[src/rtl/mem_types_pkg.sv]
// Shared dcache/memory types: geometry, MOESI encoding, snoop request record and
// the snoop-induced MOESI transition.
package mem_types_pkg;

  localparam int BLOCK_ADDR_SPACE_WIDTH   = 26;
  localparam int DCACHE_NUM_INDEX_BITS    = 6;
  localparam int DCACHE_NUM_TAG_BITS      = BLOCK_ADDR_SPACE_WIDTH - DCACHE_NUM_INDEX_BITS;
  localparam int DCACHE_NUM_WAYS          = 4;
  localparam int DCACHE_LOG_NUM_WAYS      = 2;
  localparam int DCACHE_SNOOP_REQ_Q_DEPTH = 4;

  typedef struct packed {
    logic valid;
    logic exclusive;
    logic dirty;
  } MOESI_state_t;

  localparam MOESI_state_t MOESI_I = 3'b000;
  localparam MOESI_state_t MOESI_S = 3'b100;
  localparam MOESI_state_t MOESI_E = 3'b110;
  localparam MOESI_state_t MOESI_O = 3'b101;
  localparam MOESI_state_t MOESI_M = 3'b111;

  typedef struct packed {
    logic [BLOCK_ADDR_SPACE_WIDTH-1:0] block_addr;
    logic                              exclusive;
  } dcache_snoop_req_t;

  typedef enum logic [1:0] {
    SNOOP_IDLE,
    SNOOP_LOOKUP,
    SNOOP_UPDATE,
    SNOOP_RESPOND
  } snoop_responder_state_t;

  // Shared snoops demote owners/exclusives; invalidating snoops kill any valid line.
  function automatic MOESI_state_t snoop_next_moesi(input MOESI_state_t cur, input logic exclusive);
    MOESI_state_t nxt;
    nxt = MOESI_I;
    if (!exclusive) begin
      case (cur)
        MOESI_M: nxt = MOESI_O;
        MOESI_O: nxt = MOESI_O;
        MOESI_E: nxt = MOESI_S;
        MOESI_S: nxt = MOESI_S;
        default: nxt = MOESI_I;
      endcase
    end
    return nxt;
  endfunction

endpackage

[src/rtl/dcache_snoop_req_q.sv]
// Circular FIFO of snoop requests; pointers carry an extra wrap bit so full and
// empty are told apart by the MSB. Pushes while full and pops while empty are ignored.
module dcache_snoop_req_q
  import mem_types_pkg::*;
#(
  parameter int DEPTH = DCACHE_SNOOP_REQ_Q_DEPTH
) (
  input  logic              CLK,
  input  logic              RST,
  input  logic              push,
  input  dcache_snoop_req_t push_data,
  input  logic              pop,
  output dcache_snoop_req_t head,
  output logic              full,
  output logic              empty
);

  localparam int AW = $clog2(DEPTH);

  logic [AW:0]       wr_ptr;
  logic [AW:0]       rd_ptr;
  dcache_snoop_req_t entries [DEPTH];

  always_ff @(posedge CLK) begin
    if (RST) begin
      wr_ptr <= '0;
      rd_ptr <= '0;
    end else begin
      if (push && !full) wr_ptr <= wr_ptr + 1'b1;
      if (pop && !empty) rd_ptr <= rd_ptr + 1'b1;
    end
  end

  always_ff @(posedge CLK) begin
    if (push && !full) entries[wr_ptr[AW-1:0]] <= push_data;
  end

  assign full  = (wr_ptr[AW] != rd_ptr[AW]) && (wr_ptr[AW-1:0] == rd_ptr[AW-1:0]);
  assign empty = (wr_ptr == rd_ptr);
  assign head  = entries[rd_ptr[AW-1:0]];

endmodule

[src/rtl/dcache_snoop_responder.sv]
// Serves bus snoops one at a time: queue, tag lookup, optional MOESI write-back, response.
// DCACHE_SNOOP_BYPASS_EN lets a request arriving to an idle, empty responder skip the queue.
module dcache_snoop_responder
  import mem_types_pkg::*;
#(
  parameter int SNOOP_Q_DEPTH = DCACHE_SNOOP_REQ_Q_DEPTH
) (
  input  logic                                                    CLK,
  input  logic                                                    RST,
  input  logic                                                    snoop_req_valid,
  input  logic [BLOCK_ADDR_SPACE_WIDTH-1:0]                       snoop_req_block_addr,
  input  logic                                                    snoop_req_exclusive,
  output logic                                                    snoop_req_ready,
  output logic                                                    tag_read_valid,
  output logic [DCACHE_NUM_INDEX_BITS-1:0]                        tag_read_index,
  input  logic                                                    tag_read_grant,
  input  logic [DCACHE_NUM_WAYS-1:0][DCACHE_NUM_TAG_BITS-1:0]     tag_read_tag_by_way,
  input  MOESI_state_t [DCACHE_NUM_WAYS-1:0]                      tag_read_state_by_way,
  output logic                                                    state_write_valid,
  output logic [DCACHE_NUM_INDEX_BITS-1:0]                        state_write_index,
  output logic [DCACHE_LOG_NUM_WAYS-1:0]                          state_write_way,
  output MOESI_state_t                                            state_write_state,
  output logic                                                    snoop_resp_valid,
  input  logic                                                    snoop_resp_ready,
  output logic                                                    snoop_resp_hit,
  output logic                                                    snoop_resp_supply,
  output logic [DCACHE_LOG_NUM_WAYS-1:0]                          snoop_resp_way,
  output logic [BLOCK_ADDR_SPACE_WIDTH-1:0]                       snoop_resp_block_addr
);

  snoop_responder_state_t state, next_state;

  dcache_snoop_req_t                work, q_head, req_in;
  logic                             q_full, q_empty, q_push, q_pop, bypass_take;
  logic [DCACHE_NUM_TAG_BITS-1:0]   work_tag;
  logic                             lk_hit;
  logic [DCACHE_LOG_NUM_WAYS-1:0]   lk_way;
  MOESI_state_t                     lk_old, lk_new;
  logic                             hit_q, supply_q;
  logic [DCACHE_LOG_NUM_WAYS-1:0]   way_q;
  MOESI_state_t                     new_q;

  assign req_in          = '{block_addr: snoop_req_block_addr, exclusive: snoop_req_exclusive};
  assign snoop_req_ready = !q_full && !RST;
  assign q_pop           = (state == SNOOP_IDLE) && !q_empty;
`ifdef DCACHE_SNOOP_BYPASS_EN
  assign bypass_take     = (state == SNOOP_IDLE) && q_empty && snoop_req_valid;
`else
  assign bypass_take     = 1'b0;
`endif
  assign q_push          = snoop_req_valid && snoop_req_ready && !bypass_take;

  dcache_snoop_req_q #(.DEPTH(SNOOP_Q_DEPTH)) u_req_q (
    .CLK       (CLK),
    .RST       (RST),
    .push      (q_push),
    .push_data (req_in),
    .pop       (q_pop),
    .head      (q_head),
    .full      (q_full),
    .empty     (q_empty)
  );

  assign work_tag = work.block_addr[BLOCK_ADDR_SPACE_WIDTH-1 -: DCACHE_NUM_TAG_BITS];

  // Scan from the top way down so the lowest matching way is the one kept.
  always_comb begin
    lk_hit = 1'b0;
    lk_way = '0;
    for (int w = DCACHE_NUM_WAYS - 1; w >= 0; w--) begin
      if (tag_read_state_by_way[w].valid && (tag_read_tag_by_way[w] == work_tag)) begin
        lk_hit = 1'b1;
        lk_way = DCACHE_LOG_NUM_WAYS'(w);
      end
    end
    lk_old = tag_read_state_by_way[lk_way];
    lk_new = snoop_next_moesi(lk_old, work.exclusive);
  end

  always_ff @(posedge CLK) begin
    if (RST) state <= SNOOP_IDLE;
    else     state <= next_state;
  end

  always_comb begin
    next_state = state;
    case (state)
      SNOOP_IDLE:    if (q_pop || bypass_take) next_state = SNOOP_LOOKUP;
      SNOOP_LOOKUP:  if (tag_read_grant)
                       next_state = (lk_hit && (lk_new != lk_old)) ? SNOOP_UPDATE : SNOOP_RESPOND;
      SNOOP_UPDATE:  next_state = SNOOP_RESPOND;
      SNOOP_RESPOND: if (snoop_resp_ready) next_state = SNOOP_IDLE;
      default:       next_state = SNOOP_IDLE;
    endcase
  end

  always_ff @(posedge CLK) begin
    if (RST) begin
      work     <= '0;
      hit_q    <= 1'b0;
      supply_q <= 1'b0;
      way_q    <= '0;
      new_q    <= MOESI_I;
    end else begin
      if (q_pop)            work <= q_head;
      else if (bypass_take) work <= req_in;
      if ((state == SNOOP_LOOKUP) && tag_read_grant) begin
        hit_q    <= lk_hit;
        supply_q <= lk_hit && lk_old.dirty;
        way_q    <= lk_way;
        new_q    <= lk_new;
      end
    end
  end

  // A reset landing in UPDATE must not let the array write through.
  always_comb begin
    tag_read_valid        = (state == SNOOP_LOOKUP);
    tag_read_index        = work.block_addr[DCACHE_NUM_INDEX_BITS-1:0];
    state_write_valid     = (state == SNOOP_UPDATE) && !RST;
    state_write_index     = work.block_addr[DCACHE_NUM_INDEX_BITS-1:0];
    state_write_way       = way_q;
    state_write_state     = new_q;
    snoop_resp_valid      = (state == SNOOP_RESPOND);
    snoop_resp_hit        = hit_q;
    snoop_resp_supply     = supply_q;
    snoop_resp_way        = way_q;
    snoop_resp_block_addr = work.block_addr;
  end

endmodule
[config.mk]
export PLATFORM = sky130hd
export DESIGN_NAME = dcache_snoop_responder
export DESIGN_NICKNAME = d
export VERILOG_FILES = /design/src/rtl/mem_types_pkg.sv /design/src/rtl/dcache_snoop_req_q.sv /design/src/rtl/dcache_snoop_responder.sv
export SDC_FILE = /design/constraint.sdc
export NUM_CORES = 1
export LEC_CHECK = 0
export BUFFER_PORTS_ARGS = -buffer_cell sky130_fd_sc_hd__buf_2
export CORE_MARGIN = 1
export CORE_UTILIZATION = 54
export DETAILED_ROUTE_END_ITERATION = 8
export GPL_ROUTABILITY_DRIVEN = 0
export PLACE_DENSITY_LB_ADDON = 0.25
export RECOVER_POWER = 25
export SYNTH_ARGS = -nofsm -noshare
export SYNTH_HDL_FRONTEND = slang
export SYNTH_SLANG_ARGS = --single-unit
[constraint.sdc]
create_clock -name CLK -period 2.5 [get_ports CLK]
set_input_delay 0.125 -clock CLK [delete_from_list [all_inputs] [get_ports CLK]]
set_output_delay 0.125 -clock CLK [all_outputs]
set_load 0.005 [all_outputs]
# After elaboration in Yosys (flattened, before gate mapping)

Memory sizes are Yosys's and may differ from the RTL's. A register that Yosys moved wholly into a read port is not among the register bits.
Cells that the tools add are included.

Add/subtract/negate cells: 2
Multiply operators: 0
Div/mod/pow operators: 0
Order comparisons: 1
Equality and inequality tests: 18
Shifts and indexed selects: 0
Mux-type cells: 19
Bitwise logic cells: 0
Reduce and logical (&&, ||, !) cells: 21

Operators with widths:

| kind                | count |
|---|---|
| $eq 20x20->1        | 4 |
| $logic_and 1x1->1   | 14 |
| $mux 2              | 7 |
| $eq 3x3->1 const B  | 4 |
| $pmux 2 s4          | 1 |
| $mux 1              | 7 |
| $add 3x1->3 const B | 2 |
| $bmux 3 s2          | 1 |
| $mux 3              | 2 |
| $ne 2x1->1 const B  | 3 |
| $pmux 3 s2          | 1 |
| $eq 2x2->1 const B  | 2 |
| $reduce_or 2->1     | 2 |
| $eq 3x3->1          | 1 |
| $logic_not 1->1     | 3 |
| $lt 2x3->1 const B  | 1 |
| $ne 3x3->1          | 1 |
| $reduce_and 3->1    | 1 |
| $eq 2x1->1 const B  | 1 |
| $eq 2x2->1          | 1 |
| $logic_not 2->1     | 1 |
| $ne 1x1->1          | 1 |

Bits in registers: 15
Bits in latches: 0
Memory bits (writable): 108
ROM bits: 0
Bits of input ports: 124
Word-level logic and storage cells: 71
Memories: 1

Memory list:

| memory          | words | width | read ports | clocked after Yosys merged registers in | write ports | RTL line                 | source |
|---|---|---|---|---|---|---|---|
| u_req_q.entries | 4     | 27    | 1          | 1                                       | 1           | dcache_snoop_req_q.sv:22 | `dcache_snoop_req_t entries [DEPTH];` |

# Depth between registers and ports, before layout

Depth in word-level cells: 17
Depth in mapped cells: 9

# By module

From an unflattened synthesis, not the netlist that was laid out.

Cells, all modules: 579
Area, all modules: 7353.3 µm²

Modules (own cells, without submodules):

| module                 | instances | cells each | area an instance (µm²) |
|---|---|---|---|
| dcache_snoop_req_q     | 1         | 209        | 4465.5 |
| dcache_snoop_responder | 1         | 370        | 2887.8 |

# Least setup slack after synthesis

Ideal clock, no wire load.

Kind: register to register
From: register u_req_q.wr_ptr[0]
To: memory u_req_q.entries[3][0] (netlist name), enable pin
Library setup time: 0.388 ns
Arrival: 1.662 ns
Slack: 0.450 ns
Cell stages (with the launch flop): 5
Buffers on the path: 0
Period minus slack after synthesis: 2.050 ns
Cell sequence: dfxtp_1 > xor2_1 > nor3_1 > nor2_1 > and3_1

Cells in the longest elaborated chain, start to end: 8

Ends and longest elaborated chain:

| element                      | RTL line                     | source |
|---|---|---|
| from (decl)                  | dcache_snoop_req_q.sv:20     | `logic [AW:0] wr_ptr;` |
| from (signal assigned)       | dcache_snoop_req_q.sv:29     | `if (push && !full) wr_ptr <= wr_ptr + 1'b1;` |
| $eq 2x2->1                   | dcache_snoop_req_q.sv:38     | `assign full = (wr_ptr[AW] != rd_ptr[AW]) && (wr_ptr[AW-1:0] == rd_ptr[AW-1:0]);` |
| $logic_and 1x1->1            | dcache_snoop_req_q.sv:38     |  |
| $logic_not 1->1              | dcache_snoop_responder.sv:44 | `assign snoop_req_ready = !q_full && !RST;` |
| $logic_and 1x1->1            | dcache_snoop_responder.sv:44 |  |
| via snoop_req_ready          | dcache_snoop_responder.sv:13 | `output logic snoop_req_ready,` |
| $logic_and 1x1->1            | dcache_snoop_responder.sv:51 | `assign q_push = snoop_req_valid && snoop_req_ready && !bypass_take;` |
| $logic_and 1x1->1            | dcache_snoop_req_q.sv:35     | `if (push && !full) entries[wr_ptr[AW-1:0]] <= push_data;` |
| $mux 1                       | dcache_snoop_req_q.sv:35     |  |
| $mux 1 (implied by the code) | dcache_snoop_req_q.sv:35     |  |
| to (decl)                    | dcache_snoop_req_q.sv:22     |  |

The timed path passes the listed nets, and every way through them passes these cells.

# Worst setup path in the final report

From: register snoop_resp_block_addr[9] (netlist name)
To: register new_q (netlist bit state_write_state[0])

Cells in the longest elaborated chain, start to end: 12
Elaborated cells between the ends (all ways): 22

Ends and longest elaborated chain:

| element                          | RTL line                      | source |
|---|---|---|
| $eq 20x20->1                     | dcache_snoop_responder.sv:71  | `if (tag_read_state_by_way[w].valid && (tag_read_tag_by_way[w] == work_tag)) begin` |
| $logic_and 1x1->1                | dcache_snoop_responder.sv:71  |  |
| $mux 2 (3 in series)             | dcache_snoop_responder.sv:71  |  |
| $mux 2 (*)                       | dcache_snoop_responder.sv:71  |  |
| $bmux 3 s2 (*)                   | dcache_snoop_responder.sv:76  | `lk_old = tag_read_state_by_way[lk_way];` |
| $mux 3 (implied by the code) (*) | dcache_snoop_responder.sv:76  |  |
| $eq 3x3->1                       | mem_types_pkg.sv:41           | `case (cur)` |
| $reduce_or 2->1 (no line)        | n/a                           |  |
| $pmux 3 s2 (*)                   | mem_types_pkg.sv:41           |  |
| $mux 3 (*)                       | mem_types_pkg.sv:40           | `if (!exclusive) begin` |
| to (signal assigned)             | dcache_snoop_responder.sv:111 | `new_q <= lk_new;` |
| to (decl)                        | dcache_snoop_responder.sv:41  | `MOESI_state_t new_q;` |

Mark *: on every way between the ends. The rest lies on a longest branch, timed or not. The select of a mux whose other input is x is not followed.
A chain may end at the register's enable or synchronous reset.

==> impl_metrics.yaml <==
critical_path:
  arrival_ns: 2.69
  crit_path_start_kind: "flip-flop"
  required_ns: 2.79
  end_kind: "flip-flop"
  crit_fanout: 6
  crit_type: "reg2reg"
outcome:
  outcome: "finished, final reports clean"
final_layout:
  mostFrequentLayoutCells: "154 x buf_2, 108 x edfxtp_1, 68 x xnor2_1, 68 x nand2_1, 39 x dfxtp_1"
  final_layout_size_suffix_gt1_frac: 0.345
  final_common_cell: "buf_2"
  synthToLayoutAreaGrowth_pct: 24.3
  fin_nets: 835
  n_fill_cell: 935
  num_antenna_cells: 0
floorplanning:
  start_util: 0.554
  io_pins: 175
  die_x_um: 116
  die_area_um2: 13500
  num_rows: 41
  core_area_um2: 12700
  die_h_um: 116
timing:
  worst_slack_ns: 0.105
  fmax_mhz: 418
  setup-tns-final_ns: 0
  setup_viol: 0
  fin_crit_sh: 0.958
  slew_violations: 0
  rsz0062_at_grt: "no"
  relSlewSlack: 0.617
  worst_pin_slew_ns: 0.575
  period_needed_ns: 2.39
  hold_ws_ns: 0.0780
  skew_ns: 0.00669
  hold_viol: 0
flow_run:
  drv_cap: 0
logic_synthesis:
  synth.area.top_cells: "edfxtp_1 46%, dfxtp_1 12%, mux4_2 8.7%"
  syn_inst: 538
  yosys_register_bits: 149
  syn-num-nets: 671
  synth_edf_count: 108
  ys.flop_type: "edfxtp_1"
  yosysSeqAreaShare: 0.579
  yosysTopAreaCell: "edfxtp_1"
  synth_warnings: 0
  synth.avg_cell_area_um2: 13.1
  synth_top_area_frac: 0.462
  yosysUniqueCellTypes: 44
  async_flop_share: 0
  netlist_area_um2: 7020
cts:
  htree_num_levels: 4
  numCtsBuffers: 17
  clkTransAtPathRegs_ns: 0.06
  clk_path_buf_depth: 2
  postCtsSetupBuffers: 0
  clk_latency_ns: 0.41
  tritoncts: "yes"
  clockRootBuffer: "clkbuf_16"
  clkSinkCount: 149
global_routing:
  grt_max_degree: 43
  grt_overflow_total: 0
  grt_pass1_vias: 4770
  grt_pass1_wl_um: 25100
  antenna_found_initial: 0
  grt_usage: 0.264
detailed_routing:
  drc: 0
  via_count: 4721
  avgRoutedWirePerCell_um: 19.3
  first_pass_iters: 5
  totalWireLength_um: 17100
  ant_nets: 0
  via_per_inst: 5.32
  drt-initial-drc-count: 350
pwr:
  pwr-share-seq: 0.381
  p_comb_frac: 0.280
  p_leak_nw: 3.32
  switching_power_mw: 2.48
  clockPowerShare: 0.339
  p_per_area_nw_per_um2: 963
  internal_power_mw: 5.93
  swShare: 0.295
  vdd_drop_max_mv: 0.555
worst_hold_path:
  hold_path.class: "in2reg"
placed_design:
  numPortBuffers: 173
  dp_hpwl_um: 11600
  place_ws_ns: 0.132
## final cells by class
class | instances | area, um2 | area share
flip-flops and latches | 149 | 4070 | 0.466
clock inverters | 14 | 230 | 0.0264
multi-input cells | 304 | 2460 | 0.282
repair buffers | 222 | 1290 | 0.148
inverters | 8 | 30.0 | 0.00344
clock buffers | 18 | 439 | 0.0503
well taps | 172 | 215 | 0.0246
## final timing paths
check / startpoint / to / slack [ns] / cells past startpoint
worst max-delay path: snoop_resp_block_addr[9]$_SDFFE_PP0P_ / state_write_state[0]$_SDFFE_PP0P_ / 0.11 / 8
worst max register to register: snoop_resp_block_addr[9]$_SDFFE_PP0P_ / state_write_state[0]$_SDFFE_PP0P_ / 0.11 / 8
worst min-delay path: tag_read_state_by_way[0] / snoop_resp_supply$_SDFFE_PP0P_ / 0.08 / 3
worst min register to register: state_write_state[0]$_SDFFE_PP0P_ / state_write_state[0]$_SDFFE_PP0P_ / 0.47 / 2
## registers in the layout, indices dropped and copies added, names as in the netlist
name / count
u_req_q.rd_ptr: 3
u_req_q.entries: 108
snoop_resp_supply: 1
snoop_resp_block_addr: 26
state: 2
work: 1
u_req_q.wr_ptr: 3
state_write_state: 2
snoop_resp_way: 2
snoop_resp_hit: 1
## power by group through the flow
stage          Sequential [mW]  Combinational [mW]  Clock (mW)
2_1_floorplan             3.05                1.95           0
3_3_place_gp              3.22                2.30           0
3_5_place_dp              3.25                2.30           0
4_1_cts                   3.20                2.36        2.89
5_1_grt                   3.24                2.58        2.99
6_report                  3.21                2.35        2.85
## synthesized netlist by cell type (2+ instances only)
library cell / number
edfxtp_1: 108
nand2_1: 68
xnor2_1: 68
buf_4: 44
dfxtp_1: 41
a21oi_1: 32
mux4_2: 27
buf_2: 20
xor2_1: 19
nand4_1: 13
clkbuf_1: 12
nor2_1: 11
ha_1: 9
inv_1: 8
and3_1: 6
nor4_1: 6
nand3_1: 5
nand3b_1: 4
o21ai_0: 4
and2_1: 3
o31ai_1: 3
a31oi_1: 2
mux2_2: 2
nand2b_1: 2
nor4_2: 2
## through the flow
stage                     instances   util  power [mW]  cell area (um2)
after floorplan                 538      -        4.99             7020
after global placement          828  0.616        5.52             7800
after detailed placement        828  0.616        5.55             7800
after CTS                       887  0.690        8.45             8740
after global routing            887  0.689        8.81             8730
final                           887  0.689        8.41             8730
## layer usage
metal	GRT usage	part of all wire	vias to the layer above
li1	-	-	2201
met1	0.303	0.40	2277
met2	0.465	0.51	217
met3	0.0638	0.063	26
met4	0.128	0.028	0
met5	0	0	-
## critical path, stage by stage, from the launching register on
cell     delay, ns
dfxtp_1       0.53
xnor2_1       0.16
nand4_1       0.15
nor4_1        0.35
buf_4         0.18
and2_1        0.16
mux2_2        0.34
o21ai_0       0.29
o31ai_1       0.13
## what timing repair did
action                                  CTS  global route
resized for setup                         0             2
endpoints found under the setup margin    0             1
hold buffers                             27             0
hold endpoints to repair                108             0
## cells by family (layout without fill, tap and decap cells)
family,count (synthesis),in the layout,share of synthesized area
DFF,149,149,0.579
and+or+nand+nor,128,128,0.0894
xor gates and xnor gates,87,87,0.108
buffers and inverters,85,262,0.0725
AOI/OAI and AO/OA,50,50,0.0447
muxes,29,29,0.0898
adders and majority gates,9,9,0.0160
other,1,1,0.000534
Note: power is estimated with default switching activity, not from simulation.
